**src/rtl/read_scheduler_if.sv**
```systemverilog
// +----------------------------------------------------------------------+
// | read_scheduler_if : request/occupancy/grant bundle for read_scheduler |
// | Rev 1.0                                                               |
// +----------------------------------------------------------------------+
`default_nettype none

interface read_scheduler_if;
   logic       swa;
   logic [2:0] occ1;
   logic [2:0] occ2;
   logic [2:0] occ3;
   logic [2:0] occ4;
   logic [3:0] pop;
   logic [1:0] grant_id;
   logic       grant_valid;
   logic       empty_hit;
   logic [4:0] read_count;
   logic       busy;

   modport master (
      output swa, occ1, occ2, occ3, occ4,
      input  pop, grant_id, grant_valid, empty_hit, read_count, busy
   );

   modport slave (
      input  swa, occ1, occ2, occ3, occ4,
      output pop, grant_id, grant_valid, empty_hit, read_count, busy
   );
endinterface

`default_nettype wire

```
**src/rtl/read_scheduler.sv**
```systemverilog
// +----------------------------------------------------------------------+
// | read_scheduler : held-switch triggered, occupancy-scored buffer pop   |
// | Optional macro READ_SCHED_AUTO_EN: repeat reads while swa stays high  |
// | Rev 1.0                                                               |
// +----------------------------------------------------------------------+
`default_nettype none

module read_scheduler #(
   parameter int TICK_CYCLES = 75000000,
   parameter int DEPTH       = 6
) (
   input  wire logic         clk,
   input  wire logic         rst_n,
   read_scheduler_if.slave   bus
);

   localparam logic [2:0]  S_IDLE     = 3'd0;
   localparam logic [2:0]  S_HOLD     = 3'd1;
   localparam logic [2:0]  S_SCORE    = 3'd2;
   localparam logic [2:0]  S_GRANT    = 3'd3;
   localparam logic [2:0]  S_SETTLE   = 3'd4;
   localparam logic [2:0]  S_WAIT_REL = 3'd5;

   localparam logic [26:0] C_LAST  = 27'(TICK_CYCLES - 1);
   localparam logic [2:0]  C_DEPTH = 3'(DEPTH);

   // Weighting favours B1 when lightly filled and B4 when heavily filled.
   function automatic logic [4:0] f_score(input logic [1:0] idx, input logic [2:0] occ);
      logic [4:0] n;
      logic [4:0] s;
      n = (occ > C_DEPTH) ? {2'b00, C_DEPTH} : {2'b00, occ};
      s = 5'd0;
      if (n != 5'd0) begin
         if (n <= 5'd3) begin
            case (idx)
               2'd0:    s = (n << 2) + 5'd1;
               2'd1:    s = (n << 1) + n + 5'd2;
               2'd2:    s = (n << 1) + 5'd3;
               default: s = n + 5'd4;
            endcase
         end else begin
            case (idx)
               2'd0:    s = n + 5'd4;
               2'd1:    s = (n << 1) + 5'd3;
               2'd2:    s = (n << 1) + n + 5'd2;
               default: s = (n << 2) + 5'd1;
            endcase
         end
      end
      return s;
   endfunction

   logic [2:0]  w_occ   [4];
   logic [4:0]  w_score [4];
   logic [4:0]  w_best;
   logic [1:0]  w_sel;
   logic        w_any;

   logic [2:0]  state_q, state_d;
   logic [26:0] hold_cnt_q, hold_cnt_d;
   logic [3:0]  pop_q, pop_d;
   logic [1:0]  grant_id_q, grant_id_d;
   logic        grant_valid_q, grant_valid_d;
   logic        empty_hit_q, empty_hit_d;
   logic [4:0]  read_count_q, read_count_d;
   logic        busy_q, busy_d;

   always_comb begin
      w_occ[0] = bus.occ1;
      w_occ[1] = bus.occ2;
      w_occ[2] = bus.occ3;
      w_occ[3] = bus.occ4;
   end

   for (genvar gi = 0; gi < 4; gi++) begin : g_score
      assign w_score[gi] = f_score(2'(gi), w_occ[gi]);
   end

   // Strict compare keeps the lowest index on ties.
   always_comb begin
      w_best = w_score[0];
      w_sel  = 2'd0;
      for (int i = 1; i < 4; i++) begin
         if (w_score[i] > w_best) begin
            w_best = w_score[i];
            w_sel  = 2'(i);
         end
      end
   end

   assign w_any = (w_best != 5'd0);

   always_comb begin
      state_d       = state_q;
      hold_cnt_d    = hold_cnt_q;
      pop_d         = 4'b0000;
      grant_valid_d = 1'b0;
      empty_hit_d   = 1'b0;
      grant_id_d    = grant_id_q;
      read_count_d  = read_count_q;
      case (state_q)
         S_IDLE: begin
            hold_cnt_d = '0;
            if (bus.swa) begin
               hold_cnt_d = 27'd1;
               state_d    = (C_LAST == 27'd0) ? S_SCORE : S_HOLD;
            end
         end
         S_HOLD: begin
            if (!bus.swa) begin
               hold_cnt_d = '0;
               state_d    = S_IDLE;
            end else if (hold_cnt_q == C_LAST) begin
               hold_cnt_d = '0;
               state_d    = S_SCORE;
            end else begin
               hold_cnt_d = hold_cnt_q + 27'd1;
            end
         end
         // Outputs are registered here so the pulse is visible while in GRANT.
         S_SCORE: begin
            state_d = S_GRANT;
            if (w_any) begin
               pop_d         = 4'b0001 << w_sel;
               grant_valid_d = 1'b1;
               grant_id_d    = w_sel;
               read_count_d  = read_count_q + 5'd1;
            end else begin
               empty_hit_d = 1'b1;
            end
         end
         S_GRANT: state_d = S_SETTLE;
         S_SETTLE: begin
            if (!bus.swa) begin
               state_d = S_IDLE;
            end else begin
`ifdef READ_SCHED_AUTO_EN
               hold_cnt_d = 27'd1;
               state_d    = (C_LAST == 27'd0) ? S_SCORE : S_HOLD;
`else
               state_d = S_WAIT_REL;
`endif
            end
         end
         S_WAIT_REL: begin
            if (!bus.swa) state_d = S_IDLE;
         end
         default: begin
            state_d    = S_IDLE;
            hold_cnt_d = '0;
         end
      endcase
      busy_d = (state_d != S_IDLE);
   end

   always_ff @(posedge clk or negedge rst_n) begin
      if (!rst_n) begin
         state_q       <= S_IDLE;
         hold_cnt_q    <= '0;
         pop_q         <= 4'b0000;
         grant_id_q    <= 2'd0;
         grant_valid_q <= 1'b0;
         empty_hit_q   <= 1'b0;
         read_count_q  <= 5'd0;
         busy_q        <= 1'b0;
      end else begin
         state_q       <= state_d;
         hold_cnt_q    <= hold_cnt_d;
         pop_q         <= pop_d;
         grant_id_q    <= grant_id_d;
         grant_valid_q <= grant_valid_d;
         empty_hit_q   <= empty_hit_d;
         read_count_q  <= read_count_d;
         busy_q        <= busy_d;
      end
   end

   assign bus.pop         = pop_q;
   assign bus.grant_id    = grant_id_q;
   assign bus.grant_valid = grant_valid_q;
   assign bus.empty_hit   = empty_hit_q;
   assign bus.read_count  = read_count_q;
   assign bus.busy        = busy_q;

endmodule

`default_nettype wire

```
**src/flat_wrapper.sv**
```systemverilog
// flat-port wrapper written by rule: the top's interface ports become plain ports
module read_scheduler_flat 
#(
   parameter int TICK_CYCLES = 75000000,
   parameter int DEPTH       = 6
)
  (clk, rst_n, bus_swa, bus_occ1, bus_occ2, bus_occ3, bus_occ4, bus_pop, bus_grant_id, bus_grant_valid, bus_empty_hit, bus_read_count, bus_busy);
  read_scheduler_if bus_i ();
  input  wire logic clk;
  input  wire logic rst_n;
  input wire logic [$bits(bus_i.swa)-1:0] bus_swa;
  input wire logic [$bits(bus_i.occ1)-1:0] bus_occ1;
  input wire logic [$bits(bus_i.occ2)-1:0] bus_occ2;
  input wire logic [$bits(bus_i.occ3)-1:0] bus_occ3;
  input wire logic [$bits(bus_i.occ4)-1:0] bus_occ4;
  output wire logic [$bits(bus_i.pop)-1:0] bus_pop;
  output wire logic [$bits(bus_i.grant_id)-1:0] bus_grant_id;
  output wire logic [$bits(bus_i.grant_valid)-1:0] bus_grant_valid;
  output wire logic [$bits(bus_i.empty_hit)-1:0] bus_empty_hit;
  output wire logic [$bits(bus_i.read_count)-1:0] bus_read_count;
  output wire logic [$bits(bus_i.busy)-1:0] bus_busy;
  assign bus_i.swa = bus_swa;
  assign bus_i.occ1 = bus_occ1;
  assign bus_i.occ2 = bus_occ2;
  assign bus_i.occ3 = bus_occ3;
  assign bus_i.occ4 = bus_occ4;
  assign bus_pop = bus_i.pop;
  assign bus_grant_id = bus_i.grant_id;
  assign bus_grant_valid = bus_i.grant_valid;
  assign bus_empty_hit = bus_i.empty_hit;
  assign bus_read_count = bus_i.read_count;
  assign bus_busy = bus_i.busy;
  read_scheduler #(.TICK_CYCLES(TICK_CYCLES), .DEPTH(DEPTH)) u_core (.clk(clk), .rst_n(rst_n), .bus(bus_i));
endmodule
```
**config.mk**
```make
export PLATFORM = sky130hd
export DESIGN_NAME = read_scheduler_flat
export DESIGN_NICKNAME = d
export VERILOG_FILES = /design/src/rtl/read_scheduler_if.sv /design/src/rtl/read_scheduler.sv /design/src/flat_wrapper.sv
export SDC_FILE = /design/constraint.sdc
export NUM_CORES = 1
export LEC_CHECK = 0
export CAP_MARGIN = 20
export CORE_MARGIN = 2
export CORE_UTILIZATION = 25
export DETAILED_ROUTE_END_ITERATION = 8
export SYNTH_ARGS = -nofsm -noshare
export SYNTH_HDL_FRONTEND = slang
export SYNTH_SLANG_ARGS = --single-unit
```
**constraint.sdc**
```tcl
create_clock -name clk -period 2.9 [get_ports clk]
set_input_delay 0.58 -clock clk [delete_from_list [all_inputs] [get_ports clk]]
set_output_delay 0.58 -clock clk [all_outputs]
set_load 0.02 [all_outputs]
```
* Word level (Yosys, flattened, before mapping)
Index checks and enable logic that the tools add are counted.
** Storage, ports and cells
- Logic and storage cells :: 81
- Bits in read-only memories :: 0
- Output and inout port bits :: 14
- Bits in latches :: 0
- Memories kept :: 0
- Bits in registers :: 44
- Bits of input ports :: 15
- RAM bits :: 0
** Operators by class
- Multiplexer cells :: 34
- Magnitude comparators :: 11
- Bitwise operators :: 0
- Divide/modulo/power cells :: 0
- $mul :: 0
- Add/sub/neg operators :: 12
- Reduce and logical (&&, ||, !) cells :: 9
- Shift operators :: 1
- Eq/ne operators :: 6
** Operators with widths (number)
- $pmux W27 S3 :: 1
- $mux W5 :: 11
- $mux W27 :: 2
- $add A27 B1 Y27 const B :: 1
- $eq A27 B27 Y1 const B :: 1
- $mux W3 :: 9
- $reduce_bool A5 Y1 :: 5
- $add A5 B2 Y5 const B :: 4
- $le A5 B2 Y1 const B :: 4
- $pmux W3 S6 :: 1
- $add A5 B1 Y5 const B :: 3
- $gt A5 B5 Y1 :: 3
- $gt A3 B3 Y1 const B :: 4
- $add A5 B3 Y5 const B :: 2
- $add A5 B5 Y5 :: 2
- $mux W4 :: 2
- $eq A3 B2 Y1 const B :: 2
- $eq A3 B3 Y1 const B :: 2
- $mux W1 :: 6
- $mux W2 :: 2
- $reduce_or A4 Y1 :: 1
- $shl A1 B2 Y4 const A :: 1
- $eq A3 B1 Y1 const B :: 1
- $logic_not A3 Y1 :: 1
- 2 further kinds :: 2

* Depth between registers and ports, before layout
- Depth in word-level cells :: 15
- Depth in mapped cells :: 30
- Gate-level depth less buffers :: 29

* Worst setup path after synthesis
OpenSTA, ideal clock, no wires.
- Path kind :: input-to-reg
- Start point :: input bus_occ2[1]
- End point :: register u_core.grant_id_q[0], in the netlist u_core.bus.grant_id[0]
- Data required time :: 2775 ps
- Stages :: 30
- Arrival time :: 5608 ps
- Setup time :: 125 ps
- Slack :: -2833 ps
- Cell sequence :: inv_1 > ha_1 > nor2_1 > ha_1 > o21a_1 > o21ai_0 > nand2_1 > ha_1 > and2_1 > o21ai_0 > a32oi_1 > nor2_1 > nand2_1 > o21ai_0 > ha_1 > a21o_1 > a21oi_2 > a32o_1 > buf_6 > nor2_1 > a311o_1 > ha_1 > nor2b_1 > o211ai_1 > a21o_1 > a21boi_1 > o2111a_1 > nand4b_4 > nand2_4 > mux2_4
** On the way
- Longest elaborated chain between the ends :: 14
- Elaborated cells between the ends (all ways) :: 20
** Ends and longest elaborated chain
- start, declared :: RTL line flat_wrapper.sv:13 : input wire logic [$bits(bus_i.occ2)-1:0] bus_occ2;
- $gt A3 B3 Y1 :: RTL line read_scheduler.sv:31 : n = (occ > C_DEPTH) ? {2'b00, C_DEPTH} : {2'b00, occ};
- $mux W3 (*) :: RTL line read_scheduler.sv:31
- $add A5 B5 Y5 :: RTL line read_scheduler.sv:37 : 2'd1: s = (n << 1) + n + 5'd2;
- $add A5 B2 Y5 :: RTL line read_scheduler.sv:37
- $mux W5 :: RTL line read_scheduler.sv:34 : if (n <= 5'd3) begin
- $mux W5 (*) :: RTL line read_scheduler.sv:33 : if (n != 5'd0) begin
- $gt A5 B5 Y1 :: RTL line read_scheduler.sv:84 : if (w_score[i] > w_best) begin
- $mux W5 :: RTL line read_scheduler.sv:84
- $gt A5 B5 Y1 :: RTL line read_scheduler.sv:84
- $mux W5 :: RTL line read_scheduler.sv:84
- $gt A5 B5 Y1 :: RTL line read_scheduler.sv:84
- $mux W5 :: RTL line read_scheduler.sv:84
- $reduce_bool A5 Y1 :: RTL line read_scheduler.sv:91 : assign w_any = (w_best != 5'd0);
- $reduce_and A2 Y1 (no line)
- end signal, assigned :: RTL line read_scheduler.sv:170 : grant_id_q <= grant_id_d;
- end, declared :: RTL line read_scheduler.sv:62 : logic [1:0] grant_id_q, grant_id_d;
Mark *: on every way between the ends. The rest lies on a longest branch, timed or not.
A chain may end at the register's enable or synchronous reset.

* Final worst setup path
Same ends and word-level chain as after synthesis.

==> results.tsv <==
metric	value	unit
Leak	1.98	nW
Die X-Extent	115	um
CP max stage cell	a311o_1	
first-pass GRT wire length	13.0	mm
startpoint class of the critical path	input pin	
Routed WL	7.78	mm
count of pins over their slew limit	0	
cells after synthesis	342	
fin worst setup slack	-2.42	ns
Top FF cell, synth	dfrtp_1	
YS warnings	0	
I/O Buffers	28	
CTS root buf	clkbuf_16	
initial antenna violation count	0	
DR vias	2868	
Post-Route Skew	0.00539	ns
Cells after DPL	591	
pin count of the biggest net entering global routing	45	
worst path required time	3.07	ns
CTS H-tree lvls	2	
Worst Path Max Fanout	6	
crit path kind	input pin to flip-flop	
Remaining DRCs	0	
worst hold path class	input pin to asynchronous set/reset pin	
TritonCTS Buffers	5	
worst-case clock buffer depth	2	
Core Rows	40	
die height	115	um
PD cells	491	nW/um^2
Hold WS	0.269	ns
Via density	4.65	
IR drop worst, VDD	0.183	mV
Tcrit/Tclk final	1.83	
sequential share of the synthesized area	0.355	
synthesized cell area	3100	um^2
DR iter-0 viols	108	
status	finished, violations left	
post-synth cell types	63	
ys async rst share	1.00	
reg2reg path depth	8	
Syn-to-layout area delta	44.3	%
worst skew pair latency	0.28	ns
Max Clk Rate	188	MHz
full die area	13300	um^2
Worst Setup End Kind	flip-flop	
I/O Pins	29	
Detailed Place HPWL	5.83	mm
CTS clock-pin slew for the worst setup and hold paths	0.06	ns
Synth Net Count	383	
drt wl/cell	12.6	um
total grt overflow	0	
Hold Fails Final Rpt	0	
Slew @ Worst Pin	0.525	ns
Clock Sinks	44	
final setup fails	13	
fin crit period	5.32	ns
starting density of the core	0.257	
GRT Total Usage	0.119	
unrepaired setup endpoints after global routing	true	
Post-synth EDFFs	0	
hold buffer count at cts	0	
core area	12100	um^2
Pre-antenna DRT Iters	4	
share of layout cells above drive strength 1	0.303	
number of global-route vias before repair	2857	
ANT cells	0	
Non-Filler Instances	617	
final layout net count	489	
post-synthesis register bit count	44	
Worst slew margin	0.650	
antenna-violating nets left	0	
CTS tree	yes	
violated checks	setup timing	
crit path DAT	5.49	ns
CP peak stage delay	0.30	ns
Avg Inst Size Synth	9.07	um^2
Max-Cap Viols	0	
RePlAce Congestion	0.831	
==> final timing paths <==
check,from,endpoint,slack (ns)
worst max-delay path,bus_occ2[1],u_core.bus.grant_id[0],-2.42
worst min register to register,u_core.bus.read_count[4],u_core.bus.read_count[4],0.48
worst min-delay path,rst_n,u_core.hold_cnt_q[20],0.27
max in group asynchronous,rst_n,u_core.hold_cnt_q[14],2.14
worst max register to register,u_core.hold_cnt_q[0],u_core.hold_cnt_q[15],0.57
min in group clk,u_core.bus.read_count[4],u_core.bus.read_count[4],0.48
==> synth_stat cells (5+ instances only) <==
cell type / n / area, um^2
and3_1: 10 / 62.6
nand3_1: 19 / 95.1
a21oi_1: 17 / 85.1
nor3_1: 8 / 40.0
xnor2_1: 10 / 87.6
ha_1: 26 / 325
nor2b_1: 8 / 50.1
xor2_1: 7 / 61.3
nor2_1: 38 / 143
nand2_1: 32 / 120
dfrtp_1: 44 / 1100
o21ai_0: 26 / 130
and2_1: 5 / 31.3
inv_1: 9 / 33.8
==> critical path, delay by kind of cell <==
family	cells	cell delay, ns
compound gates	13	1.97
fa+ha+maj	5	1.31
buf+inv	3	0.24
mux	1	0.30
simple gates	9	1.08
==> stage by stage <==
step	power [mW]	setup TNS, ns	setup WS [ns]	utilization	instance area (um^2)
5_1_grt	2.33	-33.58	-2.67	0.371	4470
3_5_place_dp	1.44	-41.98	-3.33	0.336	4050
2_1_floorplan	1.09	-31.74	-2.64	-	3160
6_report	2.20	-30.22	-2.42	0.371	4470
4_1_cts	2.18	-29.42	-2.36	0.364	4390
3_3_place_gp	1.42	-40.17	-3.19	0.336	4050
==> layout make-up <==
type / count / area, um^2
Clock inverter: 3 / 42.5
Fill cell: 1200 / 7590
Multi-Input combinational cell: 279 / 2030
Clock buffer: 5 / 125
Tap cell: 168 / 210
Inverter: 10 / 45.0
Sequential cell: 44 / 1100
Timing Repair Buffer: 108 / 920
==> registers in the layout, summed over array words and instances, names as in the netlist <==
signal                  count
u_core.bus.busy             1
u_core.bus.empty_hit        1
u_core.bus.grant_id         2
u_core.bus.grant_valid      1
u_core.bus.pop              4
u_core.bus.read_count       5
u_core.hold_cnt_q          27
u_core.state_q              3
==> layer usage <==
metal | GRT usage | up-vias | share of wire
met5 | 0 | - | 0
met4 | 0.0273 | 0 | 0.012
met3 | 0.0269 | 10 | 0.029
met2 | 0.209 | 46 | 0.52
met1 | 0.150 | 1365 | 0.44
li1 | - | 1447 | -
==> cell families after synthesis <==
family | share of synthesized area
buffers and inverters | 0.0298
AND/OR/NAND/NOR | 0.253
adder cells (fa/ha/maj) | 0.105
multiplexers | 0.0282
XOR/XNOR | 0.0569
AO/OA/AOI/OAI | 0.172
flip-flops | 0.355
==> layout by cell type (no fill, tap or decap), drive strengths merged, types with 8 or more instances in the layout <==
cell type | synthesis | layout
buf | 5 | 83
dfrtp | 44 | 44
nor2 | 40 | 40
nand2 | 33 | 33
o21ai | 27 | 27
ha | 26 | 26
clkdlybuf4s50 | 0 | 24
nand3 | 19 | 19
a21oi | 18 | 18
and3 | 11 | 11
xnor2 | 10 | 10
inv | 10 | 10
nor3 | 10 | 10
nor2b | 8 | 8
xor2 | 8 | 8
==> power breakdown <==
| group | total [mW] | leakage (nW) | internal (mW) | switching (mW) |
|---|---|---|---|---|
| combinational | 0.895 | 1.31 | 0.504 | 0.391 |
| clock | 0.628 | 0.0798 | 0.404 | 0.224 |
| sequential | 0.673 | 0.598 | 0.642 | 0.0312 |
| total | 2.20 | 1.98 | 1.55 | 0.646 |
==> timing repair <==
| action | in CTS | in global routing |
|---|---|---|
| setup buffers | 13 | 4 |
| resized for setup | 28 | 6 |
| endpoints found under the setup margin | 13 | 13 |
| hold endpoints to repair | 0 | 0 |
| pin swaps | 29 | 7 |
| cloned | 0 | 0 |
(Power assumes the default switching activity.)
